===== src/rtl/irq_pkg.sv =====
// Shared types and default register/vector constants for the interrupt context sequencer.
package irq_pkg;

  localparam int          DATA_W_DEF     = 32;
  localparam int          ADDR_W_DEF     = 4;
  localparam logic [3:0]  PC_REG_DEF     = 4'd12;
  localparam logic [3:0]  FLAG_REG_DEF   = 4'd13;
  localparam logic [31:0] IRQ_VECTOR_DEF = 32'h0000_0040;

  typedef enum logic [2:0] {
    ST_IDLE,
    ST_DRAIN,
    ST_SAVE_PC,
    ST_SAVE_FLAGS,
    ST_VECTOR,
    ST_HANDLER,
    ST_RST_FLAGS,
    ST_RST_PC
  } irq_state_t;

endpackage


===== src/rtl/irq_context_sequencer.sv =====
// Owns the regfile write port and a context read port: saves PC/flags on interrupt entry,
// restores them on IRET, and stalls the pipeline while either sequence runs.
module irq_context_sequencer
  import irq_pkg::*;
#(
  parameter int                 DATA_W     = DATA_W_DEF,
  parameter int                 ADDR_W     = ADDR_W_DEF,
  parameter logic [ADDR_W-1:0]  PC_REG     = PC_REG_DEF,
  parameter logic [ADDR_W-1:0]  FLAG_REG   = FLAG_REG_DEF,
  parameter logic [DATA_W-1:0]  IRQ_VECTOR = IRQ_VECTOR_DEF
) (
  input  logic              clk,
  input  logic              rst,
  input  logic              irq_req,
  input  logic              iret_req,
  input  logic [DATA_W-1:0] pc_ex,
  input  logic [1:0]        flags_in,
  input  logic              wb_en,
  input  logic [ADDR_W-1:0] wb_rd,
  input  logic [DATA_W-1:0] wb_data,
  input  logic              wb_set,
  input  logic              wb_reset,
  input  logic [DATA_W-1:0] rf_rdata,
  output logic              rf_we,
  output logic [ADDR_W-1:0] rf_wa,
  output logic [DATA_W-1:0] rf_wd,
  output logic              rf_is_set,
  output logic              rf_is_reset,
  output logic [ADDR_W-1:0] rf_ra,
  output logic              stall,
  output logic              pc_redirect,
  output logic [DATA_W-1:0] pc_target,
  output logic [1:0]        flags_out,
  output logic              flags_load,
  output logic              in_handler,
  output logic              wb_conflict
);

  irq_state_t        state;
  logic              irq_q;
  logic              irq_pending;
  logic              irq_edge;
  logic [DATA_W-1:0] saved_pc;
  logic [1:0]        saved_flags;
  logic [DATA_W-1:0] pc_target_q;

  assign irq_edge = irq_req & ~irq_q;

  // The return address is read combinationally from r12 during the final restore cycle.
  assign pc_target = (state == ST_RST_PC) ? rf_rdata : pc_target_q;

  always_comb begin
    rf_we       = 1'b0;
    rf_wa       = '0;
    rf_wd       = '0;
    rf_is_set   = 1'b0;
    rf_is_reset = 1'b0;
    if (!rst) begin
      case (state)
        ST_IDLE, ST_DRAIN, ST_HANDLER: begin
          rf_we       = wb_en;
          rf_wa       = wb_rd;
          rf_wd       = wb_data;
          rf_is_set   = wb_set;
          rf_is_reset = wb_reset;
        end
        ST_SAVE_PC: begin
          rf_we = 1'b1;
          rf_wa = PC_REG;
          rf_wd = saved_pc;
        end
        ST_SAVE_FLAGS: begin
          rf_we = 1'b1;
          rf_wa = FLAG_REG;
          rf_wd = {{(DATA_W-2){1'b0}}, saved_flags};
        end
        default: ;
      endcase
    end
  end

  // Outputs are registered for the state being entered, so they line up with that state.
  always_ff @(posedge clk) begin
    if (rst) begin
      state       <= ST_IDLE;
      irq_q       <= 1'b0;
      irq_pending <= 1'b0;
      saved_pc    <= '0;
      saved_flags <= '0;
      pc_target_q <= '0;
      flags_out   <= '0;
      rf_ra       <= '0;
      stall       <= 1'b0;
      pc_redirect <= 1'b0;
      flags_load  <= 1'b0;
      in_handler  <= 1'b0;
      wb_conflict <= 1'b0;
    end else begin
      irq_q       <= irq_req;
      stall       <= 1'b0;
      pc_redirect <= 1'b0;
      flags_load  <= 1'b0;
      in_handler  <= 1'b0;
      rf_ra       <= '0;
      if (irq_edge && !irq_pending && state != ST_IDLE) irq_pending <= 1'b1;
      case (state)
        ST_IDLE: begin
          if (irq_edge || irq_pending) begin
            state       <= ST_DRAIN;
            stall       <= 1'b1;
            saved_pc    <= pc_ex;
            saved_flags <= flags_in;
            irq_pending <= 1'b0;
          end
        end
        ST_DRAIN: begin
          state <= ST_SAVE_PC;
          stall <= 1'b1;
        end
        ST_SAVE_PC: begin
          state <= ST_SAVE_FLAGS;
          stall <= 1'b1;
          if (wb_en) wb_conflict <= 1'b1;
        end
        ST_SAVE_FLAGS: begin
          state       <= ST_VECTOR;
          stall       <= 1'b1;
          pc_redirect <= 1'b1;
          pc_target_q <= IRQ_VECTOR;
          if (wb_en) wb_conflict <= 1'b1;
        end
        ST_VECTOR: begin
          state      <= ST_HANDLER;
          in_handler <= 1'b1;
        end
        ST_HANDLER: begin
          in_handler <= 1'b1;
          if (iret_req) begin
            state <= ST_RST_FLAGS;
            stall <= 1'b1;
            rf_ra <= FLAG_REG;
          end
        end
        ST_RST_FLAGS: begin
          state       <= ST_RST_PC;
          stall       <= 1'b1;
          in_handler  <= 1'b1;
          rf_ra       <= PC_REG;
          pc_redirect <= 1'b1;
          flags_out   <= rf_rdata[1:0];
          flags_load  <= 1'b1;
        end
        ST_RST_PC: begin
          state       <= ST_IDLE;
          pc_target_q <= rf_rdata;
        end
        default: state <= ST_IDLE;
      endcase
    end
  end

endmodule


===== config.mk =====
export PLATFORM = sky130hd
export DESIGN_NAME = irq_context_sequencer
export DESIGN_NICKNAME = d
export VERILOG_FILES = /design/src/rtl/irq_pkg.sv /design/src/rtl/irq_context_sequencer.sv
export SDC_FILE = /design/constraint.sdc
export NUM_CORES = 1
export LEC_CHECK = 0
export ABC_AREA = 1
export CAP_MARGIN = 10
export CORE_ASPECT_RATIO = 2
export CORE_UTILIZATION = 40
export CTS_CLUSTER_SIZE = 10
export DETAILED_ROUTE_END_ITERATION = 10
export GPL_TIMING_DRIVEN = 0
export PLACE_DENSITY = 0.85
export SLEW_MARGIN = 20
export SYNTH_ARGS = -nofsm -noshare
export SYNTH_HDL_FRONTEND = slang
export SYNTH_SLANG_ARGS = --single-unit

===== constraint.sdc =====
create_clock -name clk -period 2.6 [get_ports clk]
set_input_delay 0.52 -clock clk [delete_from_list [all_inputs] [get_ports clk]]
set_output_delay 0.52 -clock clk [all_outputs]
set_load 0.05 [all_outputs]

==> impl_metrics.env <==
export IMPL_status="finished clean"
export IMPL_cp_num_cells=8
export IMPL_mappedNetlistNets=689
export IMPL_ys_seq_elements=80
export IMPL_endpoint_kind="output pin"
export IMPL_seqPwrFrac_pct=27.7
export IMPL_synth_cells=575
export IMPL_ant_nets=0
export IMPL_cts_buffer_depth=2
export IMPL_setup_tns_ps=0
export IMPL_path_clk_slew_ps=60
export IMPL_post_cts_setup_buffers=0
export IMPL_track_usage_pct=25.6
export IMPL_hp_class="reg2reg"
export IMPL_grt_pass1_wl_um=20400
export IMPL_fin_cells=909
export IMPL_die_height_um=142
export IMPL_row_count=50
export IMPL_vias=4469
export IMPL_setup_viol=0
export IMPL_grt_max_degree=14
export IMPL_slowest_stage="dfxtp_2"
export IMPL_slew_violations=0
export IMPL_maxSlewHeadroom_pct=64.0
export IMPL_hold_viol=0
export IMPL_fin_crit_sh_pct=96.5
export IMPL_vias_per_cell=4.92
export IMPL_synth_edf_count=0
export IMPL_worstSkewPairLatency_ps=340
export IMPL_reg2reg_depth=8
export IMPL_worst_slew_pin_slew_ps=538
export IMPL_synth_warnings=0
export IMPL_io_buffers=188
export IMPL_yosysMostFrequentCell="nand2_1"
export IMPL_yosys_area_top_type="dfxtp_1"
export IMPL_grt_ovfl_total=0
export IMPL_drt_iter0_drc=191
export IMPL_design_die_area_mm2=0.0102
export IMPL_die_width_um=72.1
export IMPL_vdd_drop_max_mv=0.553
export IMPL_nFillCells=833
export IMPL_p_leak_nw=2.95
export IMPL_antenna_found_initial=0
export IMPL_avgSynthCellArea_um2=6.83
export IMPL_dp_cells=893
export IMPL_ioPinCount=191
export IMPL_core_mm2=0.00945
export IMPL_gp_congestion=0.863
export IMPL_netlist_cell_type_count=24
export IMPL_wire_per_inst_um=14.3
export IMPL_synth_top_area_share_pct=40.8
export IMPL_min_delay_path_depth=2
export IMPL_switching_share_pct=46.1
export IMPL_initial_core_util_pct=41.6
export IMPL_power_frac_comb_pct=52.3
export IMPL_crit_chain="inv_1 -> ha_2 -> nand2_1 -> inv_2 -> buf_4 -> a22oi_1 -> nor2_1 -> buf_2"
export IMPL_synthFlopType="dfxtp_1"
export IMPL_max_cap_violations=0
export IMPL_p_int_w=0.00339
export IMPL_final_setup_skew_ps=7.11
export IMPL_drt_total_wl_um=13000
export IMPL_layout_drive_gt1_share_pct=16.3
export IMPL_syn_to_final_growth_pct=55.8
export IMPL_multiInputGateArea_mm2=0.00190
export IMPL_clkSinkCount=80
export IMPL_syn_area_mm2=0.00393
export IMPL_start_kind="flop"
export IMPL_async_flop_share_pct=0
export IMPL_seqCellArea_mm2=0.00160
export IMPL_fmax_mhz=399
export IMPL_dr_pass1_iters=5
export IMPL_drc=0
export IMPL_power_density_mw_per_mm2=1030
export IMPL_numCtsBuffers=9
export IMPL_p_switching_w=0.00290
export IMPL_crit_family="buffers and inverters"
export IMPL_required_ps=2080
export IMPL_crit_arrival_ps=1990
export IMPL_dp_hpwl_um=10100
export IMPL_pwr_share_clk_pct=20.0
export IMPL_rsz0062_at_grt="no"
export IMPL_min_period_ps=2510
export IMPL_synth_area_leaders="dfxtp_1 (41%), nand2_1 (14%), nor2_1 (12%)"
export IMPL_synth_common_cells="nand2_1 (151), nor2_1 (126), dfxtp_1 (80)"
export IMPL_h_tree_depth=3
export IMPL_finalCoreUtilization_pct=64.8
export IMPL_cts_tree="built"
export IMPL_power_w=0.00629
export IMPL_critPathMaxFanout=10
export IMPL_holdWs_ps=469
export IMPL_cts_root_buf="clkbuf_16"
export IMPL_final_nets=888
export IMPL_antenna_cells=0
export IMPL_grt_pass1_vias=4409
export IMPL_path_class="reg2out"
export IMPL_yosysSeqAreaShare_pct=40.8
export IMPL_crit_buf_inv=4
export IMPL_cpPeakStageDelay_ps=340
repair_timing:
item | CTS | global route
resized for setup | 275 | 36
setup endpoints to repair | 71 | 71
hold buffers | 0 | 0
hold endpoints to repair | 0 | 0
worst min-delay path, cell delays in order, from the launching register on:
cell and delay, ps:
dfxtp_1 330, a21oi_1 40, nor2_1 70
state kept, by name, summed over array words and instances, names as in the netlist:
signal	count
pc_target_q	32
irq_q	1
flags_load	1
saved_flags	2
state	3
stall	1
rf_ra	2
in_handler	1
pc_redirect	1
saved_pc	32
flags_out	2
wb_conflict	1
irq_pending	1
kinds of logic after synthesis:
group | Yosys count | share of synthesized area (%)
AO/OA/AOI/OAI | 111 | 18.2
adder cells (fa/ha/maj) | 5 | 1.59
buffers and inverters | 92 | 11.3
flip-flops | 80 | 40.8
other | 1 | 0.0955
AND/OR/NAND/NOR | 286 | 28.0
final cells by class:
cell class	instances	share of cell area, %
Inverter	52	3.31
Sequential cell	80	26.2
Clock buffer	11	3.97
Clock inverter	5	0.880
Buffer	40	3.97
Tap cell	130	2.66
Multi-Input combinational cell	403	31.1
Timing Repair Buffer	188	27.9
path summary, 6_finish.rpt:
kind,slack (ps),startpoint,endpoint
worst min-delay path,470,wb_conflict,wb_conflict
worst max-delay path,90,state[0],rf_wd[13]
worst min register to register,470,wb_conflict,wb_conflict
worst max register to register,1050,state[0],state[2]
power groups by stage:
| stage | registers [W] | clock network [W] | logic (W) |
|---|---|---|---|
| floorplan | 0.00176 | 0 | 0.00234 |
| global placement | 0.00174 | 0 | 0.00337 |
| detailed placement | 0.00175 | 0 | 0.00343 |
| finish | 0.00174 | 0.00126 | 0.00329 |
| CTS | 0.00173 | 0.00128 | 0.00328 |
| global route | 0.00178 | 0.00134 | 0.00355 |
per-stage QoR:
stage	setup slack (ps)	cell area, µm²
floorplan	211	3930
global placement	-131	5970
detailed placement	-187	5970
CTS	-55.7	6130
global route	2.74	6120
finish	91.5	6120
placed cells by master (no fill, tap or decap), drive strengths merged, types with 25 or more instances in the layout:
cell	Yosys	layout
o21ai	38	38
o211ai	32	32
inv	52	53
buf	29	66
clkdlybuf4s15	0	25
a22oi	30	30
clkbuf	11	29
nor2	126	126
clkdlybuf4s50	0	117
nand2	155	155
dfxtp	80	80
layer usage:
layer / GRT usage [%] / up-vias / wire (µm)
met5: 0 / - / 0
met1: 25.4 / 2031 / 4800
met4: 11.2 / 0 / 349
met2: 49.6 / 181 / 7010
met3: 5.10 / 24 / 845
li1: - / 2233 / -
(Power assumes the default switching activity.)
